$ cat src/rtl/rr_arbiter8.sv
// Round-robin arbiter: 8 requesters share one decoded select bus; grant registered 1 cycle after request.
// Owner keeps the grant while requesting, bounded to HOLD_MAX cycles when others wait; one idle cycle per handover.
module rr_arbiter8 #(
    parameter int HOLD_MAX = 4
) (
    input  logic       clk,
    input  logic       rst_n,
    input  logic       en,
    input  logic [7:0] req,
    output logic [7:0] gnt,
    output logic [2:0] gnt_idx,
    output logic       gnt_vld
);

    typedef enum logic {IDLE, GRANT} state_t;

    localparam logic [3:0] HOLD_LIM = 4'(HOLD_MAX);

    state_t     state;
    logic [2:0] ptr;
    logic [3:0] hold_cnt;
    logic [2:0] cand;
    logic [2:0] win_idx;
    logic       win_found;
    logic       release_now;

    // Scan from lowest to highest priority so the highest-priority hit is the last assignment.
    always_comb begin
        win_idx   = ptr;
        win_found = 1'b0;
        cand      = ptr;
        for (int k = 8; k >= 1; k--) begin
            cand = ptr + 3'(k);
            if (req[cand]) begin
                win_idx   = cand;
                win_found = 1'b1;
            end
        end
    end

    // Saturated hold_cnt (sole requester) must still yield once a competitor shows up, hence >=.
    assign release_now = !en || !req[gnt_idx] ||
                         ((hold_cnt >= HOLD_LIM) && ((req & ~gnt) != 8'h00));

    always_ff @(posedge clk or negedge rst_n) begin
        if (!rst_n) begin
            state    <= IDLE;
            ptr      <= 3'd7;
            hold_cnt <= 4'd0;
            gnt      <= 8'h00;
            gnt_idx  <= 3'd0;
            gnt_vld  <= 1'b0;
        end else begin
            case (state)
                IDLE: begin
                    if (en && win_found) begin
                        gnt      <= 8'b1 << win_idx;
                        gnt_idx  <= win_idx;
                        gnt_vld  <= 1'b1;
                        hold_cnt <= 4'd1;
                        state    <= GRANT;
                    end
                end
                GRANT: begin
                    if (release_now) begin
                        gnt      <= 8'h00;
                        gnt_vld  <= 1'b0;
                        ptr      <= gnt_idx;
                        hold_cnt <= 4'd0;
                        state    <= IDLE;
                    end else if (hold_cnt != 4'hF) begin
                        hold_cnt <= hold_cnt + 4'd1;
                    end
                end
                default: state <= IDLE;
            endcase
        end
    end

endmodule

$ cat config.mk
export PLATFORM = sky130hd
export DESIGN_NAME = rr_arbiter8
export DESIGN_NICKNAME = d
export VERILOG_FILES = /design/src/rtl/rr_arbiter8.sv
export SDC_FILE = /design/constraint.sdc
export NUM_CORES = 1
export LEC_CHECK = 0
export BUFFER_PORTS_ARGS = -buffer_cell sky130_fd_sc_hd__buf_2
export CELL_PAD_IN_SITES_DETAIL_PLACEMENT = 0
export CELL_PAD_IN_SITES_GLOBAL_PLACEMENT = 1
export CORE_ASPECT_RATIO = 0.9
export CORE_MARGIN = 5
export CORE_UTILIZATION = 44
export CTS_CLUSTER_SIZE = 30
export DETAILED_ROUTE_END_ITERATION = 8
export PLACE_DENSITY_LB_ADDON = 0.1
export RECOVER_POWER = 100
export SETUP_SLACK_MARGIN = 0.05
export SLEW_MARGIN = 20
export SYNTH_ARGS = -nofsm -noshare
export SYNTH_HDL_FRONTEND = slang
export SYNTH_SLANG_ARGS = --single-unit
$ cat constraint.sdc
create_clock -name clk -period 4.25 [get_ports clk]
set_clock_uncertainty 0.2 [all_clocks]
set_input_delay 0.425 -clock clk [delete_from_list [all_inputs] [get_ports clk]]
set_output_delay 0.425 -clock clk [all_outputs]
set_load 0.02 [all_outputs]
# After elaboration in Yosys (flattened, before gate mapping)

Index checks and enable logic that the tools add are counted.
W data, S select, Z words.

Order comparisons: 10
Reductions and logical operators: 11
Shifts and indexed selects: 1
$add $sub $neg: 8
Mux-type cells: 46
Bitwise operators: 3
Eq/ne operators: 4

Operators with widths:

| operator              | count |
|---|---|
| $lt A3 B4 Y1 const B  | 9 |
| $bmux W1 S3           | 9 |
| $mux W1               | 21 |
| $mux W3               | 7 |
| $mux W8               | 2 |
| $pmux W8 S2           | 1 |
| $add A3 B3 Y3 const B | 4 |
| $mux W4               | 3 |
| $and A8 B8 Y8         | 1 |
| $not A8 Y8            | 1 |
| $pmux W4 S2           | 1 |
| $reduce_and A2 Y1     | 4 |
| $reduce_bool A8 Y1    | 1 |
| $shl A1 B3 Y8 const A | 1 |
| $add A3 B2 Y3 const B | 2 |
| $add A4 B1 Y4 const B | 1 |
| $ge A4 B3 Y1 const B  | 1 |
| $ne A4 B4 Y1 const B  | 1 |
| $pmux W1 S2           | 2 |
| $add A3 B1 Y3 const B | 1 |
| $ne A3 B1 Y1 const B  | 1 |
| $logic_and A1 B1 Y1   | 2 |
| $logic_not A1 Y1      | 2 |
| $logic_or A1 B1 Y1    | 2 |
| 3 further kinds       | 3 |

Output and inout port bits: 12
Register bits: 20
Bits of input ports: 11
Logic and storage cells: 89

# Longest topological paths before layout

Word-level depth: 13
Mapped depth: 14
Depth with buffers taken out: 9

# Worst setup path before layout

No wires, ideal clock.

Path kind: register -> register
Start point: register ptr[0]
End point: register gnt[0]
Data required time: 3.928 ns
Library setup time: 0.122 ns
Clock period less this slack: 3.511 ns
Path slack: 0.739 ns
Buffers on the path: 4
Stages on the path, launching flop included: 14
Data arrival time: 3.190 ns
Path through: dfstp_2 buf_6 clkbuf_1 inv_1 ha_1 buf_2 mux4_1 or2_0 nor4_2 a41oi_1 and2_4 buf_6 and2_4 a32o_1

Cells in the longest elaborated chain, start to end: 13
Elaborated cells between the ends (all ways): 44
Classes of those cells: 7 x add/sub; 1 x eq/ne; 1 x shift; 33 x mux; 2 x reduce/logical

Ends and longest elaborated chain:

| element                                              | line   | text |
|---|---|---|
| start: declaration                                   | 20     | `logic [2:0] ptr;` |
| start signal: assignment                             | 68     | `ptr <= gnt_idx;` |
| $add A3 B3 Y3 or $bmux W1 S3 (tied branches)         | 33, 34 |  |
| $bmux W1 S3 or $mux W1 (tied branches)               | 34     | `if (req[cand]) begin` |
| $mux W1 (implied by the code)                        | 34     |  |
| $mux W3 or $mux W1 (tied branches) (7 in a row)      | 34     |  |
| $shl A1 B3 Y8 or $logic_and A1 B1 Y1 (tied branches) | 57, 56 |  |
| $mux W8 or $ne A2 B2 Y1 (tied branches)              | n/a    |  |
| $pmux W8 S2 or $reduce_and A2 Y1 (tied branches)     | n/a    |  |
| end signal: assignment                               | 57     | `gnt <= 8'b1 << win_idx;` |
| end: declaration                                     | 10     | `output logic [7:0] gnt,` |

Several ways; a longest one is shown, not always the timed one. The select of a mux whose other input is x is not followed.
A chain may end at the register's enable or synchronous reset.

# Worst setup path in the final report

Start point: register ptr[1]
End point: register gnt[4]

The elaborated chain is that of the path after synthesis.

==> flow_summary.yaml <==
final_layout:
  design_area_mm2: 0.00190
  final_cells: 249
  antenna_cells: 0
  layout-drive-gt1-share: 0.148
  layout_commonest_cell: "nand2_1"
  final_cell_mix: "20 x nand2_1, 17 x dfrtp_1, 14 x inv_1, 14 x clkbuf_1, 12 x a21oi_1"
  nets: 218
  syn2layout_area_growth_pct: 9.10
yosys:
  synth-compound-area-share: 0.209
  synth_top_flop_cell: "dfrtp_1"
  synth_cells: 182
  yosys.area_share.simple: 0.158
  synth_seq_cells: 20
  yosysUniqueCellTypes: 47
  syn_avg_cell_area_um2: 9.59
  synth-edff-count: 0
  synthAdderAreaFrac: 0.0215
  yosys_warnings: 0
  synthArstFlopShare: 1.00
  synthMuxAreaShare: 0.218
  yosysSeqAreaShare: 0.289
  netlist_area_mm2: 0.00175
  synth_fp_nets: 196
  synthXorXnorAreaFrac: 0.0394
  synth_top_family_by_area: "multiplexers"
setup_path:
  startpoint: "ptr[1]$_DFFE_PN1P_"
  crit_type: "reg -> reg"
  reg2reg_from: "ptr[1]$_DFFE_PN1P_"
  rrSetupSlack_ns: 0.43
  cp.required_ns: 4.20
  reg2reg_depth: 9
  cp_max_fo: 13
  worstSetupEndpointType: "register"
  start_kind: "register"
  arrival_ns: 3.77
  r2r-end: "gnt[4]$_DFFE_PN0P_"
  endpoint: "gnt[4]$_DFFE_PN0P_"
sta:
  clock.fmax_mhz: 262
  rsz0062_at_grt: "no"
  finalCriticalPeriod_ns: 3.82
  fin_setup_tns_ns: 0
  finalMaxSlewViolations: 0
  fin_ws_ns: 0.429
  setup_viol: 0
  fin_crit_sh: 0.899
  hold_violations: 0
  worstMarginPinSlew_ns: 1.08
  slew_headroom: 0.281
global_route:
  grt_pass1_vias: 1476
  grt_overflow: 0
  antenna_found_initial: 0
  track_usage: 0.175
  grt_pass1_wl_um: 7690
  grt_max_degree: 21
floorplan:
  initial_core_util: 0.461
  die_y_um: 69.8
  io_pins: 23
  core_region_area_mm2: 0.00378
  num_rows: 21
  die_area_mm2: 0.00533
  die_w_um: 76.4
clock_network:
  cts.path.max_buffers: 2
  cts_buffers: 3
  cts_root_buf: "clkbuf_8"
  htree_levels: 1
  cts_sinks: 20
  cts_resized: 0
  cts_tree: "built"
  post_cts_buffers: 0
  clk_latency_ns: 0.26
  path_clk_slew_ns: 0.07
route:
  antenna_left: 0
  vias: 1578
  detail_route.wl_per_cell_um: 18.5
  dr.pass1.iters: 4
  routed_wl_um: 4600
  via_per_inst: 6.34
  drt-initial-drc-count: 203
  drc: 0
place:
  io_buffer_count: 22
  place_ws_ns: 0.676
  detailed_place_hpwl_um: 3440
  postPlaceCellArea_mm2: 0.00187
  place_congestion: 0.843
  dpl.cell_count: 244
flow_run:
  drv_cap: 0
status:
  status: "finished, final reports clean"
hold_path:
  min_path_type: "reg -> reg"
[critical path: stages (launching register included)]
cell	delay [ns]
dfstp_2	0.71
inv_1	0.19
ha_1	0.51
mux4_1	0.42
or2_0	0.28
nor4_1	0.28
a41oi_1	0.17
and2_0	0.42
nor2b_1	0.25
a32o_1	0.28
[Yosys cell counts (2+ instances only)]
cell type | number | area share
a21o_1 | 2 | 0.0086
a21oi_1 | 12 | 0.034
a221o_1 | 2 | 0.011
a31oi_1 | 4 | 0.014
a32o_1 | 4 | 0.023
and2_1 | 2 | 0.0072
and2_4 | 2 | 0.010
buf_2 | 4 | 0.011
buf_6 | 3 | 0.019
clkbuf_1 | 2 | 0.0043
dfrtp_1 | 17 | 0.24
dfstp_2 | 3 | 0.045
ha_1 | 3 | 0.022
inv_1 | 14 | 0.030
mux2_2 | 3 | 0.019
mux2i_1 | 11 | 0.063
mux4_1 | 3 | 0.045
mux4_2 | 7 | 0.090
nand2_1 | 20 | 0.043
nand2b_1 | 7 | 0.025
nand3_1 | 4 | 0.011
nand4b_1 | 2 | 0.010
nor2_1 | 9 | 0.019
o21ai_0 | 3 | 0.0086
o221ai_1 | 2 | 0.010
o22ai_1 | 5 | 0.018
o31ai_1 | 7 | 0.030
xnor2_1 | 6 | 0.030
[worst min-delay path by stage]
stage                              startpoint             endpoint  slack, ns  cells after the start
final                     gnt_vld$_DFFE_PN0P_  gnt_vld$_DFFE_PN0P_       0.29                      1
after global routing      gnt_vld$_DFFE_PN0P_  gnt_vld$_DFFE_PN0P_       0.32                      1
after CTS                 gnt_vld$_DFFE_PN0P_  gnt_vld$_DFFE_PN0P_       0.29                      1
after detailed placement                rst_n   gnt[2]$_DFFE_PN0P_       0.20                      1
after global placement                  rst_n   gnt[3]$_DFFE_PN0P_       0.19                      1
after floorplan                         rst_n   gnt[0]$_DFFE_PN0P_      -0.07                      0
[routing by layer]
layer	track usage	wire length, µm
met5	0	0
met4	0.0447	25
met3	0.0403	409
met2	0.240	1970
met1	0.271	2190
[flip-flops by register name, indices dropped and copies added, names as in the netlist]
register,count
gnt,8
gnt_idx,3
gnt_vld,1
hold_cnt,4
ptr,3
state,1
[layout make-up]
type	instances	area [µm²]
clock buffers	4	45.0
multi-input cells	139	1120
inverters	14	52.6
fillers	367	1880
repair buffers	26	126
flip-flops and latches	20	504
well taps	46	57.6
[repair_timing]
item / CTS / global route
endpoints found under the hold margin: 17 / 0
hold buffers: 1 / 0
endpoints found under the setup margin: 0 / 0
[cell families after synthesis]
family | after synthesis
AND/OR/NAND/NOR | 54
AO/OA/AOI/OAI | 51
multiplexers | 24
buffers and inverters | 23
flip-flops | 20
XOR/XNOR | 7
adder cells (fa/ha/maj) | 3
[per-stage QoR]
step | utilization | hold WS [ns]
2_1_floorplan | - | -0.0706
3_3_place_gp | 0.495 | 0.191
3_5_place_dp | 0.495 | 0.203
4_1_cts | 0.510 | 0.294
5_1_grt | 0.503 | 0.323
6_report | 0.503 | 0.289
Power is left out: the tool's default activity adds up to more than one toggle a clock period on the data nets, which glitch-free logic cannot reach.
